==> config.mk <==
export PLATFORM = sky130hd
export DESIGN_NAME = gfx256_pixel_reader_flat
export DESIGN_NICKNAME = d
export VERILOG_FILES = /design/src/rtl/gfx256_pixel_reader_if.sv /design/src/rtl/gfx256_pixel_reader.sv /design/src/flat_wrapper.sv
export SDC_FILE = /design/constraint.sdc
export NUM_CORES = 2
export LEC_CHECK = 0
export ABC_AREA = 1
export CORE_UTILIZATION = 55
export DETAILED_ROUTE_END_ITERATION = 16
export PLACE_DENSITY = 0.79
export SLEW_MARGIN = 20
export SYNTH_ARGS = -nofsm -noshare
export SYNTH_HDL_FRONTEND = slang
export SYNTH_SLANG_ARGS = --single-unit
==> constraint.sdc <==
create_clock -name clk_i -period 6 [get_ports clk_i]
set_input_delay 1.2 -clock clk_i [delete_from_list [all_inputs] [get_ports clk_i]]
set_output_delay 1.2 -clock clk_i [all_outputs]
set_load 0.005 [all_outputs]
==> src/rtl/gfx256_pixel_reader_if.sv <==
// Read-port bundle between the pixel reader and the 256-bit wishbone master.
// The reader uses the master modport; the memory side (or a bench) uses slave.
interface gfx256_pixel_reader_if;
  logic [31:5]  read_addr_o;
  logic [31:0]  read_sel_o;
  logic         read_o;
  logic         ack_i;
  logic [255:0] dat_i;

  modport master (
    output read_addr_o,
    output read_sel_o,
    output read_o,
    input  ack_i,
    input  dat_i
  );

  modport slave (
    input  read_addr_o,
    input  read_sel_o,
    input  read_o,
    output ack_i,
    output dat_i
  );
endinterface

==> src/rtl/gfx256_pixel_reader.sv <==
// Pixel reader: maps (x,y) to a 32-byte line and lane, reads the line, returns the pixel.
// Define GFX256_READER_LINE_CACHE_EN to add a one-line read cache.
module gfx256_pixel_reader #(
  parameter int point_width = 16
) (
  input  logic                   clk_i,
  input  logic                   rst_i,
  input  logic [31:5]            target_base_i,
  input  logic [point_width-1:0] target_size_x_i,
  input  logic [point_width-1:0] target_size_y_i,
  input  logic [1:0]             color_depth_i,
  input  logic [point_width-1:0] pixel_x_i,
  input  logic [point_width-1:0] pixel_y_i,
  input  logic                   read_i,
  output logic                   ack_o,
  output logic [31:0]            color_o,
  input  logic                   invalidate_i,
  gfx256_pixel_reader_if.master  wbm
);

  typedef enum logic [2:0] {
    IDLE,
    CALC1,
    CALC2,
    REQ,
    WAIT,
    DONE
  } state_e;

  state_e                 state_q, state_d;
  logic [31:5]            base_q, base_d;
  logic [point_width-1:0] sizeX_q, sizeX_d;
  logic [point_width-1:0] sizeY_q, sizeY_d;
  logic [1:0]             depth_q, depth_d;
  logic [point_width-1:0] pixX_q, pixX_d;
  logic [point_width-1:0] pixY_q, pixY_d;
  logic [31:0]            idx_q, idx_d;
  logic                   oob_q, oob_d;
  logic [4:0]             lane_q, lane_d;
  logic [31:5]            addr_q, addr_d;
  logic [31:0]            sel_q, sel_d;
  logic [255:0]           data_q, data_d;
  logic [31:0]            color_q, color_d;
  logic                   ackOut_q, ackOut_d;

  logic [1:0]             shiftAmt;
  logic [31:0]            byteAddr;
  logic                   cacheHit;

  // Byte enables for the whole pixel; lane low bits are ignored for wide depths.
  function automatic logic [31:0] laneSel(input logic [4:0] lane, input logic [1:0] depth);
    case (depth)
      2'b00:   laneSel = 32'h0000_0001 << lane;
      2'b01:   laneSel = 32'h0000_0003 << {lane[4:1], 1'b0};
      default: laneSel = 32'h0000_000F << {lane[4:2], 2'b00};
    endcase
  endfunction

  function automatic logic [31:0] extractPixel(input logic [255:0] line, input logic [4:0] lane,
                                               input logic [1:0] depth);
    logic [255:0] shifted;
    case (depth)
      2'b00: begin
        shifted      = line >> {lane, 3'b000};
        extractPixel = {24'h000000, shifted[7:0]};
      end
      2'b01: begin
        shifted      = line >> {lane[4:1], 4'b0000};
        extractPixel = {16'h0000, shifted[15:0]};
      end
      default: begin
        shifted      = line >> {lane[4:2], 5'b00000};
        extractPixel = shifted[31:0];
      end
    endcase
  endfunction

  assign shiftAmt = (depth_q == 2'b00) ? 2'd0 : ((depth_q == 2'b01) ? 2'd1 : 2'd2);
  assign byteAddr = {base_q, 5'b00000} + (idx_q << shiftAmt);

`ifdef GFX256_READER_LINE_CACHE_EN
  // data_q doubles as the cached line; tag/valid say whether it is reusable.
  logic [31:5] tag_q, tag_d;
  logic        valid_q, valid_d;

  assign cacheHit = valid_q & ~invalidate_i & (tag_q == byteAddr[31:5]);
`else
  logic unused_invalidate;

  assign cacheHit          = 1'b0;
  assign unused_invalidate = invalidate_i;
`endif

  assign wbm.read_o      = (state_q == REQ);
  assign wbm.read_addr_o = addr_q;
  assign wbm.read_sel_o  = sel_q;
  assign ack_o           = ackOut_q;
  assign color_o         = color_q;

  always_comb begin
    state_d  = state_q;
    base_d   = base_q;
    sizeX_d  = sizeX_q;
    sizeY_d  = sizeY_q;
    depth_d  = depth_q;
    pixX_d   = pixX_q;
    pixY_d   = pixY_q;
    idx_d    = idx_q;
    oob_d    = oob_q;
    lane_d   = lane_q;
    addr_d   = addr_q;
    sel_d    = sel_q;
    data_d   = data_q;
    color_d  = color_q;
    ackOut_d = 1'b0;
`ifdef GFX256_READER_LINE_CACHE_EN
    tag_d    = tag_q;
    valid_d  = valid_q;
`endif

    case (state_q)
      IDLE: begin
        if (read_i) begin
          base_d  = target_base_i;
          sizeX_d = target_size_x_i;
          sizeY_d = target_size_y_i;
          depth_d = color_depth_i;
          pixX_d  = pixel_x_i;
          pixY_d  = pixel_y_i;
          state_d = CALC1;
        end
      end

      CALC1: begin
        idx_d   = 32'(pixY_q) * 32'(sizeX_q) + 32'(pixX_q);
        oob_d   = (pixX_q >= sizeX_q) | (pixY_q >= sizeY_q);
        state_d = CALC2;
      end

      CALC2: begin
        lane_d = byteAddr[4:0];
        if (oob_q || cacheHit) begin
          state_d = DONE;
        end else begin
          addr_d  = byteAddr[31:5];
          sel_d   = laneSel(byteAddr[4:0], depth_q);
          state_d = REQ;
        end
      end

      REQ, WAIT: begin
        if (wbm.ack_i) begin
          data_d  = wbm.dat_i;
          state_d = DONE;
`ifdef GFX256_READER_LINE_CACHE_EN
          tag_d   = addr_q;
          valid_d = 1'b1;
`endif
        end else begin
          state_d = WAIT;
        end
      end

      DONE: begin
        ackOut_d = 1'b1;
        color_d  = oob_q ? 32'h0 : extractPixel(data_q, lane_q, depth_q);
        state_d  = IDLE;
      end

      default: state_d = IDLE;
    endcase

`ifdef GFX256_READER_LINE_CACHE_EN
    // Invalidate wins over a fill landing in the same cycle.
    if (invalidate_i) begin
      valid_d = 1'b0;
    end
`endif
  end

  always_ff @(posedge clk_i) begin
    if (rst_i) begin
      state_q  <= IDLE;
      base_q   <= '0;
      sizeX_q  <= '0;
      sizeY_q  <= '0;
      depth_q  <= '0;
      pixX_q   <= '0;
      pixY_q   <= '0;
      idx_q    <= '0;
      oob_q    <= 1'b0;
      lane_q   <= '0;
      addr_q   <= '0;
      sel_q    <= '0;
      data_q   <= '0;
      color_q  <= '0;
      ackOut_q <= 1'b0;
    end else begin
      state_q  <= state_d;
      base_q   <= base_d;
      sizeX_q  <= sizeX_d;
      sizeY_q  <= sizeY_d;
      depth_q  <= depth_d;
      pixX_q   <= pixX_d;
      pixY_q   <= pixY_d;
      idx_q    <= idx_d;
      oob_q    <= oob_d;
      lane_q   <= lane_d;
      addr_q   <= addr_d;
      sel_q    <= sel_d;
      data_q   <= data_d;
      color_q  <= color_d;
      ackOut_q <= ackOut_d;
    end
  end

`ifdef GFX256_READER_LINE_CACHE_EN
  always_ff @(posedge clk_i) begin
    if (rst_i) begin
      tag_q   <= '0;
      valid_q <= 1'b0;
    end else begin
      tag_q   <= tag_d;
      valid_q <= valid_d;
    end
  end
`endif

endmodule

==> src/flat_wrapper.sv <==
// flat-port wrapper written by rule: the top's interface ports become plain ports
module gfx256_pixel_reader_flat 
#(
  parameter int point_width = 16
)
  (clk_i, rst_i, target_base_i, target_size_x_i, target_size_y_i, color_depth_i, pixel_x_i, pixel_y_i, read_i, ack_o, color_o, invalidate_i, wbm_read_addr_o, wbm_read_sel_o, wbm_read_o, wbm_ack_i, wbm_dat_i);
  gfx256_pixel_reader_if wbm_i ();
  input  logic clk_i;
  input  logic rst_i;
  input  logic [31:5] target_base_i;
  input  logic [point_width-1:0] target_size_x_i;
  input  logic [point_width-1:0] target_size_y_i;
  input  logic [1:0] color_depth_i;
  input  logic [point_width-1:0] pixel_x_i;
  input  logic [point_width-1:0] pixel_y_i;
  input  logic read_i;
  output logic ack_o;
  output logic [31:0] color_o;
  input  logic invalidate_i;
  output wire logic [$bits(wbm_i.read_addr_o)-1:0] wbm_read_addr_o;
  output wire logic [$bits(wbm_i.read_sel_o)-1:0] wbm_read_sel_o;
  output wire logic [$bits(wbm_i.read_o)-1:0] wbm_read_o;
  input wire logic [$bits(wbm_i.ack_i)-1:0] wbm_ack_i;
  input wire logic [$bits(wbm_i.dat_i)-1:0] wbm_dat_i;
  assign wbm_read_addr_o = wbm_i.read_addr_o;
  assign wbm_read_sel_o = wbm_i.read_sel_o;
  assign wbm_read_o = wbm_i.read_o;
  assign wbm_i.ack_i = wbm_ack_i;
  assign wbm_i.dat_i = wbm_dat_i;
  gfx256_pixel_reader #(.point_width(point_width)) u_core (.clk_i(clk_i), .rst_i(rst_i), .target_base_i(target_base_i), .target_size_x_i(target_size_x_i), .target_size_y_i(target_size_y_i), .color_depth_i(color_depth_i), .pixel_x_i(pixel_x_i), .pixel_y_i(pixel_y_i), .read_i(read_i), .ack_o(ack_o), .color_o(color_o), .invalidate_i(invalidate_i), .wbm(wbm_i));
endmodule
; ---- Word-level counts from Yosys, hierarchy flattened
; Cells that the tools add are included.
[word_totals]
regBits = 482
inputBits = 354
out_inout_bits = 93
elab_cells = 52
[op_classes]
n_addsub = 2
mul = 1
n_lt_le_gt_ge = 2
eq_ne = 7
shifts = 7
muxes = 10
n_bitwise = 2
n_reduce_logical = 6
[op_table]
columns = cell, count
row1 = $shr 256x8->16, 1
row2 = $shr 256x8->32, 1
row3 = $shr 256x8->8, 1
row4 = $pmux 32 s2, 2
row5 = $add 32x16->32, 1
row6 = $add 32x32->32, 1
row7 = $ge 16x16->1, 2
row8 = $mul 16x16->32, 1
row9 = $mux 32, 1
row10 = $shl 1x5->32 const A, 1
row11 = $shl 2x5->32 const A, 1
row12 = $shl 32x2->32, 1
row13 = $shl 4x5->32 const A, 1
row14 = $pmux 3 s4, 1
row15 = $eq 3x2->1 const B, 2
row16 = $eq 3x3->1 const B, 2
row17 = $mux 3, 2
row18 = $reduce_and 2->1, 3
row19 = $mux 2, 2
row20 = $eq 3x1->1 const B, 1
row21 = $logic_not 3->1, 1
row22 = $eq 2x1->1 const B, 1
row23 = $logic_not 2->1, 1
row24 = $mux 1, 2
row25 = other kinds (4), 4

; ---- Depth between registers and ports, before layout
[depth]
depth_word = 7
mapped_depth = 29
depth_no_buf = 27

; ---- Worst setup path before layout
; OpenSTA, ideal clock, no wires.
[synth_path]
path_type = reg2reg
startpoint = reg u_core.pixY_q[10]
endpoint = reg u_core.idx_q[16]
setup_ns = 0.115
arrival_time_ns = 5.317
required_time_ns = 5.885
path_slack_ns = 0.568
stages_incl_launch_ff = 25
path_buffers = 2
synth_period_minus_slack_ns = 5.432
cell_sequence = dfxtp_1 clkbuf_1 clkbuf_1 nand2_1 fa_1 fa_1 inv_1 fa_1 inv_1 fa_1 inv_1 fa_1 inv_1 fa_1 inv_1 ha_1 nand2_1 nor2_1 nand3_1 nand3_1 nand2_1 nand2_1 nor2_1 o21ai_0 inv_1
[synth_via]
elab_chain_cells = 2
[synth_lines]
columns = item, line_no
row1 = from (decl), gfx256_pixel_reader.sv:36  ; logic [point_width-1:0] pixY_q, pixY_d;
row2 = from (signal assigned), gfx256_pixel_reader.sv:205  ; pixY_q <= pixY_d;
row3 = $mul 16x16->32, gfx256_pixel_reader.sv:135  ; idx_d = 32'(pixY_q) * 32'(sizeX_q) + 32'(pixX_q);
row4 = $add 32x16->32, gfx256_pixel_reader.sv:135
row5 = to (signal assigned), gfx256_pixel_reader.sv:206  ; idx_q <= idx_d;
row6 = to (decl), gfx256_pixel_reader.sv:37  ; logic [31:0] idx_q, idx_d;
; Every way passes these cells.
; A chain may end at the register's enable or synchronous reset.

; ---- Worst setup path in the final report
[layout_path]
startpoint = reg u_core.sizeX_q[2]
endpoint = reg u_core.idx_q[30]
[layout_via]
elab_chain_cells = 2
[layout_lines]
columns = item, line_no
row1 = from (decl), gfx256_pixel_reader.sv:32  ; logic [point_width-1:0] sizeX_q, sizeX_d;
row2 = from (signal assigned), gfx256_pixel_reader.sv:201  ; sizeX_q <= sizeX_d;
row3 = $mul 16x16->32, gfx256_pixel_reader.sv:135
row4 = $add 32x16->32, gfx256_pixel_reader.sv:135
; Every way passes these cells.

==> results.py <==
metrics = {
    "drt": {
        "num_vias": 34873,
        "wl_microns": 116000,
        "ant_nets": 0,
        "drc_errors": 0,
        "vias_per_cell": 5.54,
        "detail_route.wl_per_cell_microns": 18.4,
        "drtIter0Drc": 3667,
        "dr.pass1.iters": 7,
    },
    "finish": {
        "register_area_sq_um": 9670,
        "n_fill_cell": 5599,
        "multi_input_area_sq_um": 20900,
        "area_growth_pct": 19.2,
        "final_util": 0.665,
        "final_common_cell": "nand2_1",
        "drive_gt1_frac": 0.0365,
        "nNetsFinal": 6131,
        "final_cells": 6292,
        "layout_common_cells": "nand2_1, inv_1, nor2_1",
    },
    "sta": {
        "finClkSkew_ns": 0.0315,
        "tightest_slew_ns": 1.19,
        "max_freq_ghz": 0.178,
        "hold_violations": 0,
        "tns_ns": 0,
        "setup_viol": 0,
        "slew_headroom": 0.206,
        "fin_crit_sh": 0.939,
        "slew_violations": 0,
        "rsz0062_at_grt": "false",
        "min_period_ns": 5.63,
    },
    "synthesis": {
        "async_reset_ff_frac": 0,
        "ys_seq_area_frac": 0.279,
        "syn-instance-count": 5165,
        "ys_ff_latch": 482,
        "synth_flop_cell": "dfxtp_1",
        "syn-num-nets": 5894,
        "avgSynthCellArea_sq_um": 6.69,
        "synth.lib_cells_used.distinct": 41,
        "ys_warn_count": 0,
        "synth_area_sq_um": 34600,
        "synth_edf_count": 0,
    },
    "clock_network": {
        "clk_pin_slew_ns": 0.06,
        "post-cts-setup-buffer-count": 0,
        "insertion_delay_ns": 0.62,
        "cts_root_buf": "clkbuf_16",
        "cts_hold_buf": 0,
        "cts_inserted_buffers": 52,
        "ctsResizeCount": 0,
        "cts.sinks": 482,
        "cts_tree": "done",
        "clk_path_buf_depth": 3,
        "htreeDepth": 2,
    },
    "placement": {
        "gp_congestion": 0.972,
        "dp_hpwl_microns": 86200,
        "io_buffer_count": 445,
        "dp_cells": 6185,
    },
    "floorplan": {
        "dieArea_sq_um": 63800,
        "fp.dieW_microns": 253,
        "rows": 91,
        "start_util": 0.558,
        "io_pins": 447,
        "die_h_microns": 253,
        "core_area_sq_um": 61900,
    },
    "worst_setup_path": {
        "crit-reg2reg-launch": "u_core.sizeX_q[2]",
        "cp.arrival_ns": 6.13,
        "slowest_delay_ns": 0.54,
        "startpoint": "u_core.sizeX_q[2]",
        "critPathCaptureType": "flop",
        "cp.required_ns": 6.50,
        "crit_fanout": 7,
        "cp_top_family": "adder cells",
        "critical_path.slowest_cell": "fa_1",
        "startpoint_type": "flop",
        "path_class": "flop to flop",
        "regToRegSetupSlack_ns": 0.37,
        "path_buf_inv": 6,
        "cp_cell_sequence": "buf_4 -> nand2_1 -> fa_1 -> fa_1 -> inv_1 -> fa_1 -> fa_1 -> fa_1 -> inv_1 -> fa_1 -> inv_1 -> ha_1 -> nand2_1 -> inv_1 -> a21oi_1 -> nand3_1 -> nand2_1 -> nand2_1 -> nand2_1 -> nand3_1 -> nand2_1 -> inv_1",
    },
    "job": {
        "drv_cap": 0,
    },
    "global_route": {
        "antenna_found_initial": 10,
        "grt_usage": 0.359,
        "grt_remaining_overflow": 0,
        "grt_start_max_net_pins": 264,
        "grt_pass1_vias": 32753,
        "grt_pass1_wl_microns": 179000,
    },
    "power_and_ir_drop": {
        "p_total_uw": 12700,
        "p_per_area_nw_per_um2": 309,
        "max-vdd-ir-drop_mv": 0.220,
        "p_leak_uw": 0.0185,
    },
    "outcome": {
        "status": "finished, final reports clean",
    },
    "worst_hold_path": {
        "hold_path_class": "flop to flop",
        "worstHoldStart": "u_core.pixY_q[8]",
    },
}
==> flip-flops by register name, summed over array words and instances, names as in the netlist, 3 cells and up <==
register	count
u_core.wbm.read_sel_o	32
u_core.sizeX_q	16
u_core.lane_q	5
u_core.pixY_q	16
u_core.pixX_q	16
u_core.idx_q	32
u_core.sizeY_q	16
u_core.state_q	3
u_core.wbm.read_addr_o	27
u_core.color_o	32
u_core.base_q	27
u_core.data_q	256
==> cell usage after synthesis, types with 7 or more instances <==
| master | n | area share |
|---|---|---|
| o21bai_1 | 11 | 0.0024 |
| inv_1 | 718 | 0.078 |
| o21ai_1 | 8 | 0.0012 |
| nand4_1 | 33 | 0.0060 |
| a31oi_1 | 18 | 0.0033 |
| nand3_1 | 414 | 0.060 |
| nand2_1 | 1049 | 0.11 |
| a21oi_1 | 323 | 0.047 |
| dfxtp_1 | 482 | 0.28 |
| xor2_1 | 14 | 0.0035 |
| buf_2 | 57 | 0.0083 |
| fa_1 | 211 | 0.12 |
| o21a_1 | 20 | 0.0043 |
| nor3_1 | 15 | 0.0022 |
| o21ai_0 | 543 | 0.079 |
| inv_2 | 16 | 0.0017 |
| clkbuf_1 | 246 | 0.027 |
| o221ai_1 | 15 | 0.0038 |
| xnor2_1 | 7 | 0.0018 |
| buf_1 | 22 | 0.0024 |
| nor2_1 | 680 | 0.074 |
| o211ai_1 | 33 | 0.0072 |
| ha_1 | 164 | 0.059 |
| o22ai_1 | 26 | 0.0047 |
==> report_power, final <==
part           switching [uW]  total [uW]  internal [uW]
combinational            3330        5270           1940
clock                    1430        3450           2020
sequential                441        4010           3570
==> routing by layer <==
| layer | GRT usage | wire [microns] | vias up |
|---|---|---|---|
| li1 | - | - | 16847 |
| met1 | 0.455 | 45600 | 16218 |
| met2 | 0.585 | 53200 | 1504 |
| met3 | 0.0474 | 9300 | 302 |
| met4 | 0.212 | 7470 | 2 |
| met5 | 0 | 12 | - |
==> area by class of cell <==
cell class | instances | share of cell area
Clock inverter | 28 | 0.00884
Antenna cell | 10 | 0.000607
Sequential cell | 482 | 0.235
Inverter | 738 | 0.0676
Clock buffer | 69 | 0.0353
Tap cell | 837 | 0.0254
Timing Repair Buffer | 510 | 0.121
Multi-Input combinational cell | 3618 | 0.506
==> worst register-to-register path, cell delays in order, from the launching register on <==
cell	delay (ns)
dfxtp_1	0.53
buf_4	0.24
nand2_1	0.08
fa_1	0.49
fa_1	0.54
inv_1	0.05
fa_1	0.51
fa_1	0.51
fa_1	0.50
inv_1	0.05
fa_1	0.47
inv_1	0.04
ha_1	0.34
nand2_1	0.16
inv_1	0.05
a21oi_1	0.20
nand3_1	0.21
nand2_1	0.19
nand2_1	0.07
nand2_1	0.07
nand3_1	0.09
nand2_1	0.10
inv_1	0.04
==> kinds of logic (layout without fill, tap and decap cells) <==
family | count (synthesis) | in the layout | synth area share
simple gates | 2214 | 2214 | 0.261
buf+inv | 1065 | 1345 | 0.118
compound gates | 1008 | 1008 | 0.155
flops | 482 | 482 | 0.279
fa+ha+maj | 375 | 375 | 0.182
xor+xnor | 21 | 21 | 0.00532
other cells | 0 | 10 | 0
==> worst paths after layout <==
path                           end  depth (start not counted)
setup reg to reg  u_core.idx_q[30]                         22
setup / recovery  u_core.idx_q[30]                         22
hold / removal    u_core.pixY_q[8]                          2
hold reg to reg   u_core.pixY_q[8]                          2
==> stage by stage <==
| stage | hold slack, ns | area [sq um] | setup slack [ns] |
|---|---|---|---|
| finish | 0.446 | 41200 | 0.369 |
| global route | 0.465 | 41200 | 0.0719 |
| CTS | 0.446 | 41200 | 0.208 |
| detailed placement | 0.436 | 39300 | 0.272 |
| global placement | 0.434 | 39300 | 0.344 |
| floorplan | 0.427 | 34600 | 0.568 |
Power figures use the tool's default switching activity.
